$ cat src/rtl/decode_stage_pkg.sv
// Shared types and constants for the RV32IM decode stage: opcode/funct
// encodings, reservation-station and operand-select enums, ALU function
// codes, and the decoded micro-op struct handed to rename.
package decode_stage_pkg;

    // Architectural register index width
    localparam int ARF_IDX = 5;

    // RV32IM major opcodes
    localparam logic [6:0] OP_LUI   = 7'b0110111;
    localparam logic [6:0] OP_AUIPC = 7'b0010111;
    localparam logic [6:0] OP_JAL   = 7'b1101111;
    localparam logic [6:0] OP_JALR  = 7'b1100111;
    localparam logic [6:0] OP_BR    = 7'b1100011;
    localparam logic [6:0] OP_LOAD  = 7'b0000011;
    localparam logic [6:0] OP_STORE = 7'b0100011;
    localparam logic [6:0] OP_IMM   = 7'b0010011;
    localparam logic [6:0] OP_REG   = 7'b0110011;

    // funct7 values that are meaningful for OP/OP-IMM
    localparam logic [6:0] F7_BASE   = 7'b0000000;
    localparam logic [6:0] F7_ALT    = 7'b0100000;
    localparam logic [6:0] F7_MULDIV = 7'b0000001;

    typedef enum logic [1:0] {
        RS_INT  = 2'd0,
        RS_INTM = 2'd1,
        RS_BR   = 2'd2,
        RS_MEM  = 2'd3
    } rs_type_t;

    typedef enum logic [1:0] {
        OP1_ZERO = 2'd0,
        OP1_RS1  = 2'd1,
        OP1_PC   = 2'd2
    } op1_sel_t;

    typedef enum logic {
        OP2_RS2 = 1'b0,
        OP2_IMM = 1'b1
    } op2_sel_t;

    // ALU function codes: the low three bits follow funct3, bit 3 marks the
    // funct7[5] variants (SUB, SRA).
    typedef logic [3:0] fu_op_t;
    localparam fu_op_t ALU_ADD  = 4'b0000;
    localparam fu_op_t ALU_SLL  = 4'b0001;
    localparam fu_op_t ALU_SLT  = 4'b0010;
    localparam fu_op_t ALU_SLTU = 4'b0011;
    localparam fu_op_t ALU_XOR  = 4'b0100;
    localparam fu_op_t ALU_SRL  = 4'b0101;
    localparam fu_op_t ALU_OR   = 4'b0110;
    localparam fu_op_t ALU_AND  = 4'b0111;
    localparam fu_op_t ALU_SUB  = 4'b1000;
    localparam fu_op_t ALU_SRA  = 4'b1101;

    typedef struct packed {
        logic [31:0]          pc;
        rs_type_t             rs_type;
        fu_op_t               fu_opcode;
        op1_sel_t             op1_sel;
        op2_sel_t             op2_sel;
        logic [31:0]          imm;
        logic [ARF_IDX-1:0]   rd_arch;
        logic [ARF_IDX-1:0]   rs1_arch;
        logic [ARF_IDX-1:0]   rs2_arch;
        logic                 inst_invalid;
    } decode_uop_t;

    // ALU function for OP/OP-IMM. SUB only exists in register form; ADDI
    // ignores the immediate's bit that aliases funct7[5].
    function automatic fu_op_t alu_fu(input logic [2:0] funct3,
                                      input logic       funct7_b5,
                                      input logic       is_imm);
        fu_op_t fu;
        case (funct3)
            3'b000:  fu = (funct7_b5 && !is_imm) ? ALU_SUB : ALU_ADD;
            3'b010:  fu = ALU_SLT;
            3'b011:  fu = ALU_SLTU;
            3'b101:  fu = funct7_b5 ? ALU_SRA : ALU_SRL;
            default: fu = {1'b0, funct3};
        endcase
        return fu;
    endfunction

endpackage

$ cat src/rtl/decode_stage_if.sv
// Fetch-side and rename-side handshake bundle of the decode stage.
// slave: the decode stage; master: the environment driving it.
interface decode_stage_if
    import decode_stage_pkg::*;
#(
    parameter int W = 2
) ();

    logic                   in_valid;
    logic                   in_ready;
    logic [W-1:0]           in_lane_mask;
    logic [W*32-1:0]        in_inst;
    logic [W*32-1:0]        in_pc;

    logic                   out_valid;
    logic                   out_ready;
    logic [W-1:0]           out_lane_mask;
    decode_uop_t [W-1:0]    out_uop;

    modport master (
        output in_valid, in_lane_mask, in_inst, in_pc, out_ready,
        input  in_ready, out_valid, out_lane_mask, out_uop
    );

    modport slave (
        input  in_valid, in_lane_mask, in_inst, in_pc, out_ready,
        output in_ready, out_valid, out_lane_mask, out_uop
    );

endinterface

$ cat src/rtl/decode_stage_lane_decoder.sv
// rv32_lane_decoder: purely combinational RV32IM decode of one instruction
// into a decode_uop_t. Illegal-instruction policy is selected by the
// DECODE_STRICT_ILLEGAL_EN macro: defined -> full RV32IM legality check,
// undefined -> only an all-zero opcode field is flagged.
module rv32_lane_decoder
    import decode_stage_pkg::*;
(
    input  logic [31:0]  i_inst,
    input  logic [31:0]  i_pc,
    output decode_uop_t  o_uop
);

    logic [6:0]  w_opcode;
    logic [2:0]  w_funct3;
    logic [6:0]  w_funct7;
    logic [31:0] w_imm_i;
    logic [31:0] w_imm_s;
    logic [31:0] w_imm_b;
    logic [31:0] w_imm_u;
    logic [31:0] w_imm_j;
    logic        w_illegal;

    assign w_opcode = i_inst[6:0];
    assign w_funct3 = i_inst[14:12];
    assign w_funct7 = i_inst[31:25];

    assign w_imm_i = {{20{i_inst[31]}}, i_inst[31:20]};
    assign w_imm_s = {{20{i_inst[31]}}, i_inst[31:25], i_inst[11:7]};
    assign w_imm_b = {{19{i_inst[31]}}, i_inst[31], i_inst[7], i_inst[30:25],
                      i_inst[11:8], 1'b0};
    assign w_imm_u = {i_inst[31:12], 12'b0};
    assign w_imm_j = {{11{i_inst[31]}}, i_inst[31], i_inst[19:12], i_inst[20],
                      i_inst[30:21], 1'b0};

`ifdef DECODE_STRICT_ILLEGAL_EN
    // Full RV32IM legality: opcode, funct3 and funct7 combinations
    always_comb begin
        // NOTE: every always_comb output gets a default first so no path leaves it unassigned (no latch).
        w_illegal = 1'b0;
        case (w_opcode)
            OP_LUI, OP_AUIPC, OP_JAL: w_illegal = 1'b0;
            OP_JALR:  w_illegal = (w_funct3 != 3'b000);
            OP_BR:    w_illegal = (w_funct3 == 3'b010) || (w_funct3 == 3'b011);
            OP_LOAD:  w_illegal = (w_funct3 == 3'b011) || (w_funct3 == 3'b110) ||
                                  (w_funct3 == 3'b111);
            OP_STORE: w_illegal = (w_funct3 > 3'b010);
            OP_IMM: begin
                case (w_funct3)
                    3'b001:  w_illegal = (w_funct7 != F7_BASE);
                    3'b101:  w_illegal = (w_funct7 != F7_BASE) && (w_funct7 != F7_ALT);
                    default: w_illegal = 1'b0;
                endcase
            end
            OP_REG: begin
                if ((w_funct7 == F7_BASE) || (w_funct7 == F7_MULDIV)) begin
                    w_illegal = 1'b0;
                end else if (w_funct7 == F7_ALT) begin
                    w_illegal = !((w_funct3 == 3'b000) || (w_funct3 == 3'b101));
                end else begin
                    w_illegal = 1'b1;
                end
            end
            default: w_illegal = 1'b1;
        endcase
    end
`else
    assign w_illegal = (w_opcode == 7'b0);
`endif

    // Field extraction, reservation-station routing and operand selection
    always_comb begin
        o_uop         = '0;
        o_uop.pc      = i_pc;
        o_uop.rs_type = RS_INT;
        o_uop.op1_sel = OP1_ZERO;
        o_uop.op2_sel = OP2_RS2;
        case (w_opcode)
            OP_LUI: begin
                o_uop.rd_arch = i_inst[11:7];
                o_uop.op2_sel = OP2_IMM;
                o_uop.imm     = w_imm_u;
            end
            OP_AUIPC: begin
                o_uop.rd_arch = i_inst[11:7];
                o_uop.op1_sel = OP1_PC;
                o_uop.op2_sel = OP2_IMM;
                o_uop.imm     = w_imm_u;
            end
            OP_IMM: begin
                o_uop.rd_arch   = i_inst[11:7];
                o_uop.rs1_arch  = i_inst[19:15];
                o_uop.op1_sel   = OP1_RS1;
                o_uop.op2_sel   = OP2_IMM;
                o_uop.imm       = w_imm_i;
                o_uop.fu_opcode = alu_fu(w_funct3, w_funct7[5], 1'b1);
            end
            OP_REG: begin
                o_uop.rd_arch  = i_inst[11:7];
                o_uop.rs1_arch = i_inst[19:15];
                o_uop.rs2_arch = i_inst[24:20];
                o_uop.op1_sel  = OP1_RS1;
                o_uop.op2_sel  = OP2_RS2;
                if (w_funct7 == F7_MULDIV) begin
                    o_uop.rs_type   = RS_INTM;
                    o_uop.fu_opcode = {1'b0, w_funct3};
                end else begin
                    o_uop.fu_opcode = alu_fu(w_funct3, w_funct7[5], 1'b0);
                end
            end
            OP_JAL: begin
                o_uop.rd_arch   = i_inst[11:7];
                o_uop.rs_type   = RS_BR;
                o_uop.op1_sel   = OP1_PC;
                o_uop.op2_sel   = OP2_IMM;
                o_uop.imm       = w_imm_j;
                o_uop.fu_opcode = ALU_ADD;
            end
            OP_JALR: begin
                o_uop.rd_arch   = i_inst[11:7];
                o_uop.rs1_arch  = i_inst[19:15];
                o_uop.rs_type   = RS_BR;
                o_uop.op1_sel   = OP1_RS1;
                o_uop.op2_sel   = OP2_IMM;
                o_uop.imm       = w_imm_i;
                o_uop.fu_opcode = ALU_ADD;
            end
            OP_BR: begin
                o_uop.rs1_arch  = i_inst[19:15];
                o_uop.rs2_arch  = i_inst[24:20];
                o_uop.rs_type   = RS_BR;
                o_uop.op1_sel   = OP1_RS1;
                o_uop.op2_sel   = OP2_RS2;
                o_uop.imm       = w_imm_b;
                o_uop.fu_opcode = {1'b0, w_funct3};
            end
            OP_LOAD: begin
                o_uop.rd_arch   = i_inst[11:7];
                o_uop.rs1_arch  = i_inst[19:15];
                o_uop.rs_type   = RS_MEM;
                o_uop.op1_sel   = OP1_RS1;
                o_uop.op2_sel   = OP2_IMM;
                o_uop.imm       = w_imm_i;
                o_uop.fu_opcode = {1'b0, w_funct3};
            end
            OP_STORE: begin
                o_uop.rs1_arch  = i_inst[19:15];
                o_uop.rs2_arch  = i_inst[24:20];
                o_uop.rs_type   = RS_MEM;
                o_uop.op1_sel   = OP1_RS1;
                o_uop.op2_sel   = OP2_IMM;
                o_uop.imm       = w_imm_s;
                o_uop.fu_opcode = {1'b0, w_funct3};
            end
            default: ;
        endcase
        // Invalid lanes travel on, but must not claim registers or a special RS
        if (w_illegal) begin
            o_uop.rs_type  = RS_INT;
            o_uop.rd_arch  = '0;
            o_uop.rs1_arch = '0;
            o_uop.rs2_arch = '0;
        end
        o_uop.inst_invalid = w_illegal;
    end

endmodule

$ cat src/rtl/decode_stage.sv
// decode_stage: superscalar RV32IM decode between fetch queue and rename.
// DECODE_WIDTH lane decoders feed a QUEUE_DEPTH-entry bundle queue so that
// fetch only ever sees a ready derived from registered occupancy.
// Optional macro DECODE_STRICT_ILLEGAL_EN enables full RV32IM illegal checks.
module decode_stage
    import decode_stage_pkg::*;
#(
    parameter int DECODE_WIDTH = 2,
    parameter int QUEUE_DEPTH  = 2
) (
    input  logic          clk,
    input  logic          rst_n,
    input  logic          flush,
    decode_stage_if.slave bus
);

    localparam int PTR_W = (QUEUE_DEPTH > 1) ? $clog2(QUEUE_DEPTH) : 1;
    localparam int CNT_W = PTR_W + 1;
    localparam logic [CNT_W-1:0] DEPTH_C = CNT_W'(QUEUE_DEPTH);

    decode_uop_t [DECODE_WIDTH-1:0] w_dec_uop;
    decode_uop_t [DECODE_WIDTH-1:0] w_lane_uop;

    decode_uop_t [DECODE_WIDTH-1:0] r_mem_uop  [QUEUE_DEPTH];
    logic        [DECODE_WIDTH-1:0] r_mem_mask [QUEUE_DEPTH];
    logic        [PTR_W-1:0]        r_head;
    logic        [PTR_W-1:0]        r_tail;
    logic        [CNT_W-1:0]        r_count;

    logic w_push;
    logic w_pop;
    logic w_empty;

    for (genvar g = 0; g < DECODE_WIDTH; g++) begin : g_lane
        rv32_lane_decoder u_dec (
            .i_inst (bus.in_inst[32*g +: 32]),
            .i_pc   (bus.in_pc[32*g +: 32]),
            .o_uop  (w_dec_uop[g])
        );
    end

    // Lanes outside the fetch mask are stored as all-zero uops
    always_comb begin
        for (int i = 0; i < DECODE_WIDTH; i++) begin
            w_lane_uop[i] = bus.in_lane_mask[i] ? w_dec_uop[i] : '0;
        end
    end

    assign w_empty      = (r_count == '0);
    assign bus.in_ready  = (r_count < DEPTH_C);
    assign bus.out_valid = !w_empty;

    // A flush cancels whatever handshake would otherwise complete this cycle
    assign w_push = bus.in_valid && bus.in_ready && !flush;
    assign w_pop  = bus.out_valid && bus.out_ready && !flush;

    assign bus.out_uop       = w_empty ? '0 : r_mem_uop[r_head];
    assign bus.out_lane_mask = w_empty ? '0 : r_mem_mask[r_head];

    // Queue pointers and occupancy; flush empties, push/pop move the ends
    always_ff @(posedge clk or negedge rst_n) begin
        // NOTE: state is updated with <= so every register samples pre-edge values, independent of statement order.
        if (!rst_n) begin
            r_head  <= '0;
            r_tail  <= '0;
            r_count <= '0;
        end else if (flush) begin
            r_head  <= '0;
            r_tail  <= '0;
            r_count <= '0;
        end else begin
            if (w_push) begin
                r_tail <= r_tail + PTR_W'(1);
            end
            if (w_pop) begin
                r_head <= r_head + PTR_W'(1);
            end
            case ({w_push, w_pop})
                2'b10:   r_count <= r_count + CNT_W'(1);
                2'b01:   r_count <= r_count - CNT_W'(1);
                default: r_count <= r_count;
            endcase
        end
    end

    // Bundle storage written at the tail on each accepted push
    always_ff @(posedge clk) begin
        // NOTE: storage has no reset; occupancy gates every read, so stale contents are never visible.
        if (w_push) begin
            r_mem_uop[r_tail]  <= w_lane_uop;
            r_mem_mask[r_tail] <= bus.in_lane_mask;
        end
    end

endmodule
$ cat src/flat_wrapper.sv
// flat-port wrapper written by rule: the top's interface ports become plain ports
module decode_stage_flat import decode_stage_pkg::*;
#(
    parameter int DECODE_WIDTH = 2,
    parameter int QUEUE_DEPTH  = 2
)
  (clk, rst_n, flush, bus_in_valid, bus_in_lane_mask, bus_in_inst, bus_in_pc, bus_out_ready, bus_in_ready, bus_out_valid, bus_out_lane_mask, bus_out_uop);
  decode_stage_if bus_i ();
  input  logic clk;
  input  logic rst_n;
  input  logic flush;
  input wire logic [$bits(bus_i.in_valid)-1:0] bus_in_valid;
  input wire logic [$bits(bus_i.in_lane_mask)-1:0] bus_in_lane_mask;
  input wire logic [$bits(bus_i.in_inst)-1:0] bus_in_inst;
  input wire logic [$bits(bus_i.in_pc)-1:0] bus_in_pc;
  input wire logic [$bits(bus_i.out_ready)-1:0] bus_out_ready;
  output wire logic [$bits(bus_i.in_ready)-1:0] bus_in_ready;
  output wire logic [$bits(bus_i.out_valid)-1:0] bus_out_valid;
  output wire logic [$bits(bus_i.out_lane_mask)-1:0] bus_out_lane_mask;
  output wire logic [$bits(bus_i.out_uop)-1:0] bus_out_uop;
  assign bus_i.in_valid = bus_in_valid;
  assign bus_i.in_lane_mask = bus_in_lane_mask;
  assign bus_i.in_inst = bus_in_inst;
  assign bus_i.in_pc = bus_in_pc;
  assign bus_i.out_ready = bus_out_ready;
  assign bus_in_ready = bus_i.in_ready;
  assign bus_out_valid = bus_i.out_valid;
  assign bus_out_lane_mask = bus_i.out_lane_mask;
  assign bus_out_uop = bus_i.out_uop;
  decode_stage #(.DECODE_WIDTH(DECODE_WIDTH), .QUEUE_DEPTH(QUEUE_DEPTH)) u_core (.clk(clk), .rst_n(rst_n), .flush(flush), .bus(bus_i));
endmodule
$ cat config.mk
export PLATFORM = sky130hd
export DESIGN_NAME = decode_stage_flat
export DESIGN_NICKNAME = d
export VERILOG_FILES = /design/src/rtl/decode_stage_pkg.sv /design/src/rtl/decode_stage_if.sv /design/src/rtl/decode_stage_lane_decoder.sv /design/src/rtl/decode_stage.sv /design/src/flat_wrapper.sv
export SDC_FILE = /design/constraint.sdc
export NUM_CORES = 1
export LEC_CHECK = 0
export CAP_MARGIN = 40
export CORE_MARGIN = 1.5
export CORE_UTILIZATION = 45
export CTS_BUF_LIST = sky130_fd_sc_hd__clkbuf_4 sky130_fd_sc_hd__clkbuf_8 sky130_fd_sc_hd__clkbuf_16
export DETAILED_ROUTE_END_ITERATION = 8
export PLACE_DENSITY = 0.73
export SLEW_MARGIN = 10
export SYNTH_ARGS = -nofsm -noshare
export SYNTH_HDL_FRONTEND = slang
export SYNTH_SLANG_ARGS = --single-unit
$ cat constraint.sdc
create_clock -name clk -period 29.3 [get_ports clk]
set_clock_uncertainty 0.1 [all_clocks]
set_input_delay 4.395 -clock clk [delete_from_list [all_inputs] [get_ports clk]]
set_output_delay 4.395 -clock clk [all_outputs]
set_load 0.02 [all_outputs]
== Word level (Yosys, flattened, before mapping) ==
Memory sizes are Yosys's and may differ from the RTL's.
Index checks and enable logic that the tools add are counted.

* Bits in registers: 4
* Input port bits: 135
* ROM bits: 0
* Output and inout port bits: 182
* Latch bits: 0
* Memory bits (writable): 360
* Memories kept: 2
* Logic and storage cells: 116

{| class="wikitable"
|+ Memories
! memory !! words !! width !! read ports !! clocked after memory_dff !! write ports !! line !! text
|-
| u_core.r_mem_uop || 2 || 178 || 1 || 0 || 1 || decode_stage.sv:24 || <nowiki>decode_uop_t [DECODE_WIDTH-1:0] r_mem_uop [QUEUE_DEPTH];</nowiki>
|-
| u_core.r_mem_mask || 2 || 2 || 1 || 0 || 1 || decode_stage.sv:25 || <nowiki>logic [DECODE_WIDTH-1:0] r_mem_mask [QUEUE_DEPTH];</nowiki>
|}

* Bitwise gates (word level): 0
* Add/sub/neg operators: 4
* Reduce and logical (&&, ||, !) cells: 34
* Shifts and indexed selects: 0
* $lt $le $gt $ge: 1
* Equality and inequality tests: 28
* Multiply operators: 0
* Muxes and demuxes: 44
* Divide/modulo/power cells: 0

{| class="wikitable"
|+ Operators by type and width
! operator !! number
|-
| 32-bit one-hot mux with 5 select lines || 2
|-
| 178-bit two-way mux || 1
|-
| 89-bit two-way mux || 2
|-
| 4-bit one-hot mux with 4 select lines || 4
|-
| 7-bit by 6-bit == test with 1-bit output (second input constant) || 6
|-
| 7-bit == test (second input constant) || 6
|-
| 15-bit two-way mux || 2
|-
| 5-bit two-way mux || 6
|-
| 7-bit by 5-bit == test with 1-bit output (second input constant) || 4
|-
| 7-bit OR reduction || 4
|-
| 4-bit two-way mux || 6
|-
| 4-bit one-hot mux with 3 select lines || 2
|-
| 3-bit OR reduction || 8
|-
| 7-bit by 1-bit == test with 1-bit output (second input constant) || 2
|-
| 7-bit by 2-bit == test with 1-bit output (second input constant) || 2
|-
| 7-bit zero test || 2
|-
| 3-bit by 2-bit == test with 1-bit output (second input constant) || 4
|-
| 2-bit one-hot mux with 2 select lines || 3
|-
| 2-bit one-hot mux with 3 select lines || 2
|-
| 2-bit OR reduction || 6
|-
| 6-bit OR reduction || 2
|-
| 1-bit two-way mux || 10
|-
| 2-bit two-way mux || 4
|-
| 3-bit == test (second input constant) || 2
|-
| other kinds (12) || 19
|}

== Depth between registers and ports, before layout ==
* Word-level depth: 7
* Mapped depth: 6

== Cells and area by module ==
A second synthesis with hierarchy kept.

* Cell total of the unflattened synthesis: 1278
* Area, all modules: 16951.3 um^2

{| class="wikitable"
|+ By module, submodules not included
! module !! area an instance (um^2) !! times used !! cells each
|-
| decode_stage || 14956.8 || 1 || 978
|-
| rv32_lane_decoder || 997.2 || 2 || 150
|}

== Least setup slack after synthesis ==
No wires, ideal clock.

* Path kind: input-to-reg
* Start: in bus_in_valid
* End: mem u_core.r_mem_mask[1][0] (enable)
* Setup time: 0.977 ns
* Stages: 2
* Arrival time: 17.546 ns
* Path slack: 10.677 ns
* Buffers on the path: 0
* Cells stage by stage: nand2b_1 nor3b_1

* Word-level cells in the longest chain between the ends: 4

{| class="wikitable"
|+ Ends and longest elaborated chain
! what !! line !! text
|-
| from (decl) || flat_wrapper.sv:12 || <nowiki>input wire logic [$bits(bus_i.in_valid)-1:0] bus_in_valid;</nowiki>
|-
| 1-bit logical AND (2 in series) || decode_stage.sv:54 || <nowiki>assign w_push = bus.in_valid && bus.in_ready && !flush;</nowiki>
|-
| 1-bit two-way mux || decode_stage.sv:89 || <nowiki>if (w_push) begin</nowiki>
|-
| 1-bit two-way mux (implied by the code) || decode_stage.sv:91 || <nowiki>r_mem_mask[r_tail] <= bus.in_lane_mask;</nowiki>
|-
| to (decl) || decode_stage.sv:25 ||
|}

No other way between the ends.

== Worst setup path after layout ==
* Start: reg u_core.r_head
* End: out bus_out_uop[27]

* Word-level cells in the longest chain between the ends: 2

{| class="wikitable"
|+ Ends and longest elaborated chain
! what !! line !! text
|-
| from (decl) || decode_stage.sv:26 || <nowiki>logic [PTR_W-1:0] r_head;</nowiki>
|-
| from (signal assigned) || decode_stage.sv:76 || <nowiki>r_head <= r_head + PTR_W'(1);</nowiki>
|-
| memory 2 x 178 bit || - ||
|-
| 178-bit two-way mux || decode_stage.sv:57 || <nowiki>assign bus.out_uop = w_empty ? '0 : r_mem_uop[r_head];</nowiki>
|-
| to (decl) || flat_wrapper.sv:20 || <nowiki>output wire logic [$bits(bus_i.out_uop)-1:0] bus_out_uop;</nowiki>
|}

No other way between the ends.

==> impl_results.md <==
- Placed Instances: roughly 1800
- Status: complete, no violations
- Worst setup slack after layout: 21040 ps
- Share of cells above drive strength 1: 7.24%
- Synth async-reset ratio: between 1 and 1.5%
- RSZ-0062 raised after global routing: false
- Capture point of the worst path: bus_out_uop[27]
- Static Leak: around 0.0068 uW
- Global route hottest layer: met2
- Global route overflow: 0
- Reg-to-reg startpoint: u_core.r_count[1]$_DFFE_PN0P_
- Simple-gate share of the synthesized area: 12.3%
- CTS H-tree depth: 2
- R2R cell count: 5
- Cells after Synth: 1118
- Post-synthesis net count: 1253
- Initial antenna violation count: 2
- Syn Std Cell Area: roughly 16000 sq um
- Number of flops mapped to enable cells by yosys: 360
- Synth area leaders: edfxtp_1 69%, mux2i_1 11%, nor2_1 4.9%
- Pwr Total: 1250 uW
- Measured slew at the worst slew-check pin: 754 ps
- Slew Limit Fails: 0
- GPL Wtd Cong: 0.839
- Place WS: 21580 ps
- Final wirelength: 37600 um
- Pwr per Cell Area: 59.8 nW/um^2
- Detailed Routing Iterations Pass 1: 5
- GR Util All Layers: around 20%
- Worst reg2reg setup slack: 26760 ps
- Hold Crit Class: reg -> reg
- M1 GR Usage: 26.5%
- R2r endpoint: u_core.r_mem_uop[0][47]$_DFFE_PP_
- Final Critical Period: 8260 ps
- Final Non-Filler Cells: 1921
- Adder-Cell Fraction of Synth Area: 0%
- Final #Nets: 1570
- Root buffer cell: clkbuf_16
- Area leader, netlist: edfxtp_1
- Vias in the first global route: 10200
- Max Cap Viol: 0
- Register area share after synthesis: 69.4%
- Chip Width: 190 um
- Starting density of the core: 45.6%
- Slew headroom: 49.7%
- CTS tree: done
- # Post-CTS Setup Buffers: 0
- I/O Buffers: 316
- Post-route ant nets: 0
- Met2 Use GR: between 30% and 40%
- First-pass GRT wire length: about 56000 um
- Final HPWL DP: 25300 um
- Final period util: 28.2%
- Avg WL per Cell: between 15 and 20 um
- Post_cts resized: 0
- Full die area: ~36000 sq um
- Sink Count: 364
- Yosys cell types: between 40 and 50
- Final hold vios: 0
- Synth Area in Compound Gates: between 4 and 5%
- Synth Area in XOR/XNOR: 0.167%
- Worst path required time: ~25000 ps
- I/O pins: roughly 320
- Mux cell area share after synthesis: 11.6%
- Final hold slack: around 500 ps
- Main combinational cell family by area after synthesis: simple AND/OR/NAND/NOR gates
- Crit Path Class: reg -> out
- Critical path arrival: 3760 ps
- Top_reg_cell synth: edfxtp_1
- Post-synth top area share: 68.7%
- CTS clock-pin slew for the worst setup and hold paths: around 60 ps
- Drc violations: 0
- Mapped Avg Cell Area: roughly 14 sq um
- F_max: between 100 and 150 MHz
- Startpoint Class: flop
- Rows: 68
- Num CTS Buffers: 39
- Die Ht: 190 um
- Cts hold-fix bufs: 0
- Final setup violation count: 0
- Largest net degree at the start of global routing: 77
- Element type at the critical path end: output pin
- M3 GR Usage: 3.15%
- Worst VDD drop: 51.3 uV
- Ys Warns: 0
- Number of synthesized register bits: 364
- Via density: between 5 and 6
- Synth-to-Final Area Change: 32.4%
- Clk_lat worst skew: 510 ps
- Final TNS setup: 0 ps
- CTS Buffer Depth: 3
- Beginning of the critical path: u_core.r_head$_DFFE_PN0P_
- Highest net fanout along the worst path: 36
- Vias: approximately 10000
- Core footprint: 34500 sq um
- Drt initial violations: about 640
==> stage by stage <==
stage	utilization, %	cell area [sq um]
6_report	60.4	20800
5_1_grt	60.4	20800
4_1_cts	60.4	20800
3_5_place_dp	56.7	19500
3_3_place_gp	56.0	19300
2_1_floorplan	-	15700
==> where the power goes <==
part / total (uW) / internal, uW / switching [uW]
clock: 480 / 290 / 190
sequential: 602 / 594 / 7.70
combinational: 164 / 74.7 / 88.9
==> how the worst min path moves through the flow <==
stage,from,endpoint,slack (ps),cells past startpoint
2_1_floorplan,u_core.r_tail$_DFFE_PN0P_,u_core.r_tail$_DFFE_PN0P_,420,2
3_3_place_gp,u_core.r_tail$_DFFE_PN0P_,u_core.r_tail$_DFFE_PN0P_,460,2
3_5_place_dp,u_core.r_tail$_DFFE_PN0P_,u_core.r_tail$_DFFE_PN0P_,470,2
4_1_cts,u_core.r_tail$_DFFE_PN0P_,u_core.r_tail$_DFFE_PN0P_,490,2
5_1_grt,u_core.r_tail$_DFFE_PN0P_,u_core.r_tail$_DFFE_PN0P_,550,2
6_report,u_core.r_tail$_DFFE_PN0P_,u_core.r_tail$_DFFE_PN0P_,500,2
==> logic make-up (layout without fill, tap and decap cells) <==
kind of cell,Yosys count,after routing
AOI/OAI and AO/OA,96,96
xor gates and xnor gates,3,3
buffers and inverters,75,421
DFF,364,364
muxes,182,182
other,0,2
and+or+nand+nor,398,398
==> state kept, by name (all words and copies together) (netlist names) <==
register and flops:
u_core.r_mem_uop 356, u_core.r_mem_mask 4, u_core.r_count 2, u_core.r_head 1, u_core.r_tail 1
==> placed cells by master (no fill, tap or decap), types with 4 or more instances in the layout <==
master,netlist,final
clkdlybuf4s50_1,0,315
inv_1,9,9
a21o_1,16,16
clkinv_1,0,7
o22ai_1,4,4
edfxtp_1,360,360
a22oi_1,9,9
a21oi_1,36,36
nand3_1,10,10
nor3b_1,5,4
and2_1,98,98
buf_16,0,7
buf_4,1,14
nor3_1,6,5
nand2b_1,5,5
clkinv_2,0,8
nand2_1,30,30
clkbuf_4,0,9
nor2_1,206,205
mux2i_1,180,180
o21ai_0,5,5
clkbuf_16,0,41
and3_1,15,15
o21a_1,6,6
==> Yosys cell counts, types with 3 or more instances <==
cell type and count:
a2111oi_0 3, a211oi_1 3, a21o_1 16, a21oi_1 36
a22oi_1 9, and2_1 98, and3_1 15, buf_1 4
buf_2 15, clkbuf_1 44, dfrtp_1 4, edfxtp_1 360
inv_1 9, mux2i_1 180, nand2_1 30, nand2b_1 5
nand3_1 10, nor2_1 206, nor3_1 6, nor3b_1 5
nor4_1 3, o21a_1 6, o21ai_0 5, o22ai_1 4
xor2_1 3
==> critical path: stages (launching register included) <==
cell and delay, ps:
dfrtp_4 770, buf_4 610, buf_4 550, buf_16 290
mux2i_1 330, nor2_1 80, clkdlybuf4s50_1 550
==> metal layers <==
layer  part of all wire (%)  wire, um
met1                     42     15600
met2                     50     18700
met3                    5.3      2000
met4                    3.4      1280
met5                      0         0
==> layout make-up <==
class | instances | area (sq um)
diodes | 2 | 5.00
clock buffers | 50 | 1090
clock inverters | 20 | 171
fillers | 2685 | 13600
inverters | 9 | 33.8
multi-input cells | 679 | 4510
flip-flops and latches | 364 | 10900
well taps | 455 | 569
repair buffers | 342 | 3510
Power figures use the tool's default switching activity.
